===== src/rtl/seq_1010_tx.sv =====
// Serial frame transmitter: sends `count` copies of `pattern` MSB first, with GAP idle bits between frames.
// Optional abort input is enabled by defining SEQ_1010_TX_ABORT_EN.
module seq_1010_tx #(
    parameter int GAP   = 0,
    parameter int PAT_W = 4
) (
    input  logic             clk,
    input  logic             rst,
    input  logic             start,
    input  logic [PAT_W-1:0] pattern,
    input  logic [3:0]       count,
`ifdef SEQ_1010_TX_ABORT_EN
    input  logic             abort,
`endif
    output logic             x,
    output logic             busy,
    output logic             done,
    output logic [3:0]       frame_cnt
);

    localparam int IDX_W = (PAT_W > 1) ? $clog2(PAT_W) : 1;
    localparam logic [IDX_W-1:0] IDX_MSB  = IDX_W'(PAT_W - 1);
    localparam logic [1:0]       GAP_LAST = (GAP > 0) ? 2'(GAP - 1) : 2'd0;

    typedef enum logic [1:0] {
        ST_IDLE,
        ST_SEND,
        ST_GAP,
        ST_DONE
    } state_t;

    state_t           state_reg;
    logic [PAT_W-1:0] pat_reg;
    logic [3:0]       cnt_reg;
    logic [IDX_W-1:0] idx_reg;
    logic [1:0]       gap_reg;
    logic             x_reg;
    logic             busy_reg;
    logic             done_reg;
    logic [3:0]       fc_reg;
    logic             abort_hit;

`ifdef SEQ_1010_TX_ABORT_EN
    assign abort_hit = abort;
`else
    assign abort_hit = 1'b0;
`endif

    // Outputs are loaded together with the state they belong to, so they stay pure state functions.
    always_ff @(posedge clk or negedge rst) begin
        if (!rst) begin
            state_reg <= ST_IDLE;
            pat_reg   <= '0;
            cnt_reg   <= '0;
            idx_reg   <= '0;
            gap_reg   <= '0;
            x_reg     <= 1'b0;
            busy_reg  <= 1'b0;
            done_reg  <= 1'b0;
            fc_reg    <= '0;
        end else begin
            case (state_reg)
                ST_IDLE: begin
                    done_reg <= 1'b0;
                    if (start && count != 4'd0) begin
                        pat_reg   <= pattern;
                        cnt_reg   <= count;
                        fc_reg    <= '0;
                        idx_reg   <= IDX_MSB;
                        x_reg     <= pattern[PAT_W-1];
                        busy_reg  <= 1'b1;
                        state_reg <= ST_SEND;
                    end
                end
                ST_SEND: begin
                    if (abort_hit) begin
                        x_reg     <= 1'b0;
                        busy_reg  <= 1'b0;
                        state_reg <= ST_IDLE;
                    end else if (idx_reg != '0) begin
                        idx_reg <= idx_reg - IDX_W'(1);
                        x_reg   <= pat_reg[idx_reg - IDX_W'(1)];
                    end else begin
                        fc_reg <= fc_reg + 4'd1;
                        if ((fc_reg + 4'd1) < cnt_reg) begin
                            if (GAP > 0) begin
                                gap_reg   <= GAP_LAST;
                                x_reg     <= 1'b0;
                                state_reg <= ST_GAP;
                            end else begin
                                idx_reg <= IDX_MSB;
                                x_reg   <= pat_reg[PAT_W-1];
                            end
                        end else begin
                            x_reg     <= 1'b0;
                            busy_reg  <= 1'b0;
                            done_reg  <= 1'b1;
                            state_reg <= ST_DONE;
                        end
                    end
                end
                ST_GAP: begin
                    if (abort_hit) begin
                        x_reg     <= 1'b0;
                        busy_reg  <= 1'b0;
                        state_reg <= ST_IDLE;
                    end else if (gap_reg == 2'd0) begin
                        idx_reg   <= IDX_MSB;
                        x_reg     <= pat_reg[PAT_W-1];
                        state_reg <= ST_SEND;
                    end else begin
                        gap_reg <= gap_reg - 2'd1;
                    end
                end
                ST_DONE: begin
                    // start is deliberately not sampled here
                    done_reg  <= 1'b0;
                    state_reg <= ST_IDLE;
                end
                default: begin
                    x_reg     <= 1'b0;
                    busy_reg  <= 1'b0;
                    done_reg  <= 1'b0;
                    state_reg <= ST_IDLE;
                end
            endcase
        end
    end

    assign x         = x_reg;
    assign busy      = busy_reg;
    assign done      = done_reg;
    assign frame_cnt = fc_reg;

endmodule


===== config.mk =====
export PLATFORM = sky130hd
export DESIGN_NAME = seq_1010_tx
export DESIGN_NICKNAME = d
export VERILOG_FILES = /design/src/rtl/seq_1010_tx.sv
export SDC_FILE = /design/constraint.sdc
export NUM_CORES = 1
export LEC_CHECK = 0
export CAP_MARGIN = 20
export CORE_MARGIN = 5
export CORE_UTILIZATION = 30
export CTS_CLUSTER_DIAMETER = 120
export CTS_CLUSTER_SIZE = 14
export DETAILED_ROUTE_END_ITERATION = 12
export HOLD_SLACK_MARGIN = 0.03
export SLEW_MARGIN = 20
export SYNTH_ARGS = -nofsm -noshare
export SYNTH_HDL_FRONTEND = slang
export SYNTH_SLANG_ARGS = --single-unit

===== constraint.sdc =====
create_clock -name clk -period 2.9 [get_ports clk]
set_clock_uncertainty 0.05 [all_clocks]
set_input_delay 0.435 -clock clk [delete_from_list [all_inputs] [get_ports clk]]
set_output_delay 0.435 -clock clk [all_outputs]
set_load 0.02 [all_outputs]

## Word level (Yosys, flattened, before mapping)

Cells that the tools add are included.

| storage, ports and cells | value |
|---|---|
| register bits after elaboration | 21 |
| input port bits | 11 |
| output and inout bits | 7 |
| word-level logic and storage cells | 67 |

| operators by class | value |
|---|---|
| add/subtract/negate cells | 3 |
| magnitude comparators | 2 |
| equality and inequality tests | 8 |
| mux-type cells | 27 |
| bitwise gates (word level) | 1 |
| reductions and logical operators | 17 |

Operators by type and width:

| cell | number |
|---|---|
| 2-to-1 mux 2 bit | 8 |
| AND reduction 4 bit | 3 |
| 2-to-1 mux 1 bit | 10 |
| AND reduction 3 bit | 3 |
| 2-to-1 mux 4 bit | 2 |
| != test 2 bit, second input constant | 4 |
| case mux 2 bit (4 select lines) | 1 |
| case mux 4 bit (2 select lines) | 1 |
| case mux 2 bit (3 select lines) | 1 |
| nonzero test 2 bit | 3 |
| adder 4 x 1 -> 4 bit, second input constant | 1 |
| equality test 2 bit, second input constant | 2 |
| zero test 2 bit | 2 |
| less-than comparator 4 bit | 1 |
| case mux 1 bit (2 select lines) | 2 |
| AND reduction 2 bit | 2 |
| nonzero test 4 bit | 1 |
| subtractor 2 x 1 -> 2 bit, second input constant | 2 |
| less-than comparator 2 x 3 -> 1 bit, second input constant | 1 |
| != test 3 bit, second input constant | 1 |
| case mux 1 bit (3 select lines) | 1 |
| nonzero test 3 bit | 1 |
| binary-select mux 1 bit (select 2 bit) | 1 |
| equality test 2 x 1 -> 1 bit, second input constant | 1 |
| other kinds (3) | 3 |

## Depth between registers and ports, before layout

| depth | value |
|---|---|
| depth after elaboration | 5 |
| depth in mapped cells | 8 |
| gate-level depth less buffers | 8 |

## Worst setup path after synthesis

No wires, ideal clock.

| path | value |
|---|---|
| path kind | reg2reg |
| start | register fc_reg[0] (netlist: frame_cnt[0]) |
| end | register x_reg (netlist: x) |
| library setup time | 0.066 ns |
| arrival | 2.151 ns |
| required time | 2.784 ns |
| path slack | 0.633 ns |
| stages on the path, launching flop included | 9 |
| period minus slack after synthesis | 2.267 ns |
| cells stage by stage | dfrtp_1 ha_1 xor2_1 ha_1 or3_1 o22a_1 nand4b_4 a41oi_2 mux2_1 |

| on the way | value |
|---|---|
| longest elaborated chain between the ends | 5 |

RTL lines:

| item | RTL line | source |
|---|---|---|
| from (decl) | 40 | `logic [3:0] fc_reg;` |
| from (signal assigned) | 84 | `fc_reg <= fc_reg + 4'd1;` |
| adder 4 x 1 -> 4 bit | 85 | `if ((fc_reg + 4'd1) < cnt_reg) begin` |
| less-than comparator 4 bit | 85 |  |
| 2-to-1 mux 1 bit | 85 |  |
| 2-to-1 mux 1 bit | 80 | `end else if (idx_reg != '0) begin` |
| case mux 1 bit (3 select lines) | 62 | `case (state_reg)` |
| to (signal assigned) | 70 | `x_reg <= pattern[PAT_W-1];` |
| to (signal assigned) | 82 | `x_reg <= pat_reg[idx_reg - IDX_W'(1)];` |
| to (signal assigned) | 92 | `x_reg <= pat_reg[PAT_W-1];` |
| to (decl) | 37 | `logic x_reg;` |

No other way between the ends.
A chain may end at the register's enable or synchronous reset.

## Worst setup path after layout

| path | value |
|---|---|
| start | register fc_reg[0] (netlist: frame_cnt[0]) |
| end | register done_reg (netlist: done) |

| on the way | value |
|---|---|
| longest elaborated chain between the ends | 4 |

RTL lines:

| item | RTL line | source |
|---|---|---|
| adder 4 x 1 -> 4 bit | 85 |  |
| less-than comparator 4 bit | 85 |  |
| != test 2 bit (no source line) | - |  |
| AND reduction 3 bit (no source line) | - |  |
| to (signal assigned) | 97 | `done_reg <= 1'b1;` |
| to (signal assigned) | 117 | `done_reg <= 1'b0;` |
| to (signal assigned) | 123 | `done_reg <= 1'b0;` |
| to (decl) | 39 | `logic done_reg;` |

No other way between the ends.

==> metrics.md <==
| Metric | Value |
|---|---|
| Overflow after GRT | 0 |
| Std cell rows | 23 |
| Synth unique cells | 35 |
| Vias in the first global route | 1032 |
| Yosys reg bits | 21 |
| Multi-input gate area | 647 sq um |
| Global-route wire length before repair | 4.62 mm |
| Cells after Synth | 113 |
| Total GRT Usage | 10.9% |
| Area share of the largest cell type after synthesis | 43.0% |
| Clock Root Buffer | clkbuf_8 |
| Share of the clock period used by the worst path | 80.2% |
| Mapped cell area | 1220 sq um |
| Met1 Resource Use GR | 13.0% |
| Worst slew pin tran | 0.476 ns |
| Final setup viols | 0 |
| Buffers on Ports | 17 |
| IO Count | 18 |
| Die ar. | 5450 sq um |
| CTS tree | built |
| Top FF cell, synth | dfrtp_1 |
| Pwr/cell area | 932 nW/um^2 |
| Hold Buf Count CTS | 0 |
| Worst-case vdd ir drop | 0.000395 V |
| DR pass1 iterations | 4 |
| Crit Path Class | reg -> reg |
| Final WL | 2.55 mm |
| Largest fanout on the critical path | 6 |
| Leak Pwr | 0.665 nW |
| Mapped Nets | 135 |
| Vias | 917 |
| Syn Area/Cell | 10.8 sq um |
| Async S/R FF share, synth | 100% |
| Largest net degree at the start of global routing | 22 |
| Status | completed |
| Top cells by count, synth | dfrtp_1, nand2_1, ha_1, inv_1, mux2_2 |
| Startpoint Class | flop |
| Max-capacitance violation count | 0 |
| DRC viols | 0 |
| Die X | 73.8 um |
| Skew-Pair Late Insertion Delay | 0.26 ns |
| Clock sinks | 21 |
| Initial antenna violation count | 0 |
| Post-DRT Antenna Nets | 0 |
| FF+latch area | 526 sq um |
| Largest stage delay, worst path | 0.45 ns |
| N_diodes | 0 |
| WL/cell | 13.9 um |
| Slew Limit Headroom | 67.9% |
| Met2 Use GR | 19.5% |
| Cells along the critical path | ha_1 > xor2_1 > ha_1 > or3_1 > o22a_1 > nand2_1 > mux2i_1 > o21ai_0 |
| Fillers | 386 |
| DR iter-0 viols | 57 |
| Final core utilization | 37.8% |
| Most frequent cell after synthesis | dfrtp_1 |
| Fmax | 430 MHz |
| Clock transition at path regs | 0.08 ns |
| Htree depth | 1 |
| # resized after CTS | 0 |
| Worst Path Arrival | 2.41 ns |
| Via/cell ratio | 5.01 |
| Cell taking the most area after synthesis | dfrtp_1 |
| Layout cells sized above 1 | 13.5% |
| Post-DP HPWL | 1.96 mm |
| Hold WC Path Type | reg -> reg |
| Final Cell Area | 1500 sq um |
| Post-route minimum period | 2.32 ns |
| Pwr Total | 1.40 mW |
| Seq/Total Area, Yosys | 43.0% |
| Clock Tree Buf Depth | 2 |
| Area Overhead vs Synth | 22.7% |
| Initial Utilization | 30.8% |
| Yosys warnings | 0 |
| TritonCTS Buffers | 3 |
| Crit-path slowest cell | dfrtp_1 |
| Fin Setup TNS | 0 ns |
| CP endpoint kind | flop |
| Grt peak-use layer | met2 |
| Slew Viols, Final | 0 |
| Post-synth EDFFs | 0 |
| Chip height | 73.8 um |
| Post-CTS Setup Repair Bufs | 0 |
| Met3 Use GR | 2.46% |
| Largest cells by area after synthesis | dfrtp_1, ha_1, mux2_2 |
| CORE AREA | 3970 sq um |
| Area post-placement | 1450 sq um |
| RSZ-0062 raised after global routing | false |
| Final hold viol count | 0 |
| Most used cell, CP | ha_1 |
| Fin nets | 156 |
| Global placer's final weighted congestion | 0.841 |
| Worst EP required | 2.99 ns |
-- through the flow --
step                      setup WS (ns)  hold slack [ns]  instances
after global routing              0.417            0.476        183
final                             0.575            0.443        183
after CTS                         0.563            0.450        183
after global placement            0.648            0.437        179
after detailed placement          0.602            0.429        179
after floorplan                   0.633           0.0894        113
-- cell type report --
type	count	share of cell area (%)
multi-input combinational	79	43.1
sequential	21	35.0
timing repair buffer	18	11.8
tap	50	4.17
clock buffer	3	2.75
inverter	11	2.75
clock inverter	1	0.334
-- worst max-delay path, delay by kind of cell (launching register included) --
kind	cells	cell delay (ns)
flip-flops	1	0.45
AND/OR/NAND/NOR	2	0.54
adder cells (fa/ha/maj)	2	0.48
XOR/XNOR	1	0.16
multiplexers	1	0.19
AO/OA/AOI/OAI	2	0.34
-- cells by family (layout without fill, tap and decap cells) --
logic type,after synthesis,count (layout),share of synthesized area (%)
compound gates,25,25,14.4
xor+xnor,3,3,2.15
fa+ha+maj,11,11,11.3
buf+inv,13,33,4.09
flops,21,21,43.0
mux,15,15,13.3
simple gates,25,25,11.8
-- report_power, final --
part	switching, mW	internal (mW)	total [mW]
clock network	0.0974	0.0956	0.193
registers	0.0910	0.406	0.497
logic	0.364	0.344	0.708
total	0.553	0.846	1.40
-- worst paths after layout --
check                              from          to  slack (ns)  cells after the start
hold / removal                        x           x        0.44                      1
max in group asynchronous           rst  cnt_reg[3]        2.11                      2
min in group asynchronous           rst           x        0.47                      2
setup reg to reg           frame_cnt[0]        done        0.58                      8
hold reg to reg                       x           x        0.44                      1
setup / recovery           frame_cnt[0]        done        0.58                      8
-- cells in the final DEF (no fill, tap or decap), types with 2 or more instances in the layout --
cell type        synthesis  layout
a31oi_1                  3       3
dfrtp_1                 21      21
xnor2_1                  2       2
ha_1                    11      11
nand2_1                 12      12
mux2i_1                  5       5
clkbuf_8                 0       3
nand3_1                  2       2
clkdlybuf4s50_1          0      17
inv_1                   11      11
a22o_1                   3       3
mux2_2                   9       9
o21ai_0                  7       7
o22ai_1                  2       2
a21oi_1                  2       2
nor2_1                   2       2
-- per-layer routing --
layer / share of wire (%) / up-vias
met2: 53 / 11
li1: - / 447
met4: 0.47 / 0
met5: 0 / -
met1: 42 / 457
met3: 4.1 / 2
No activity file was read; power rests on OpenSTA's default activity.
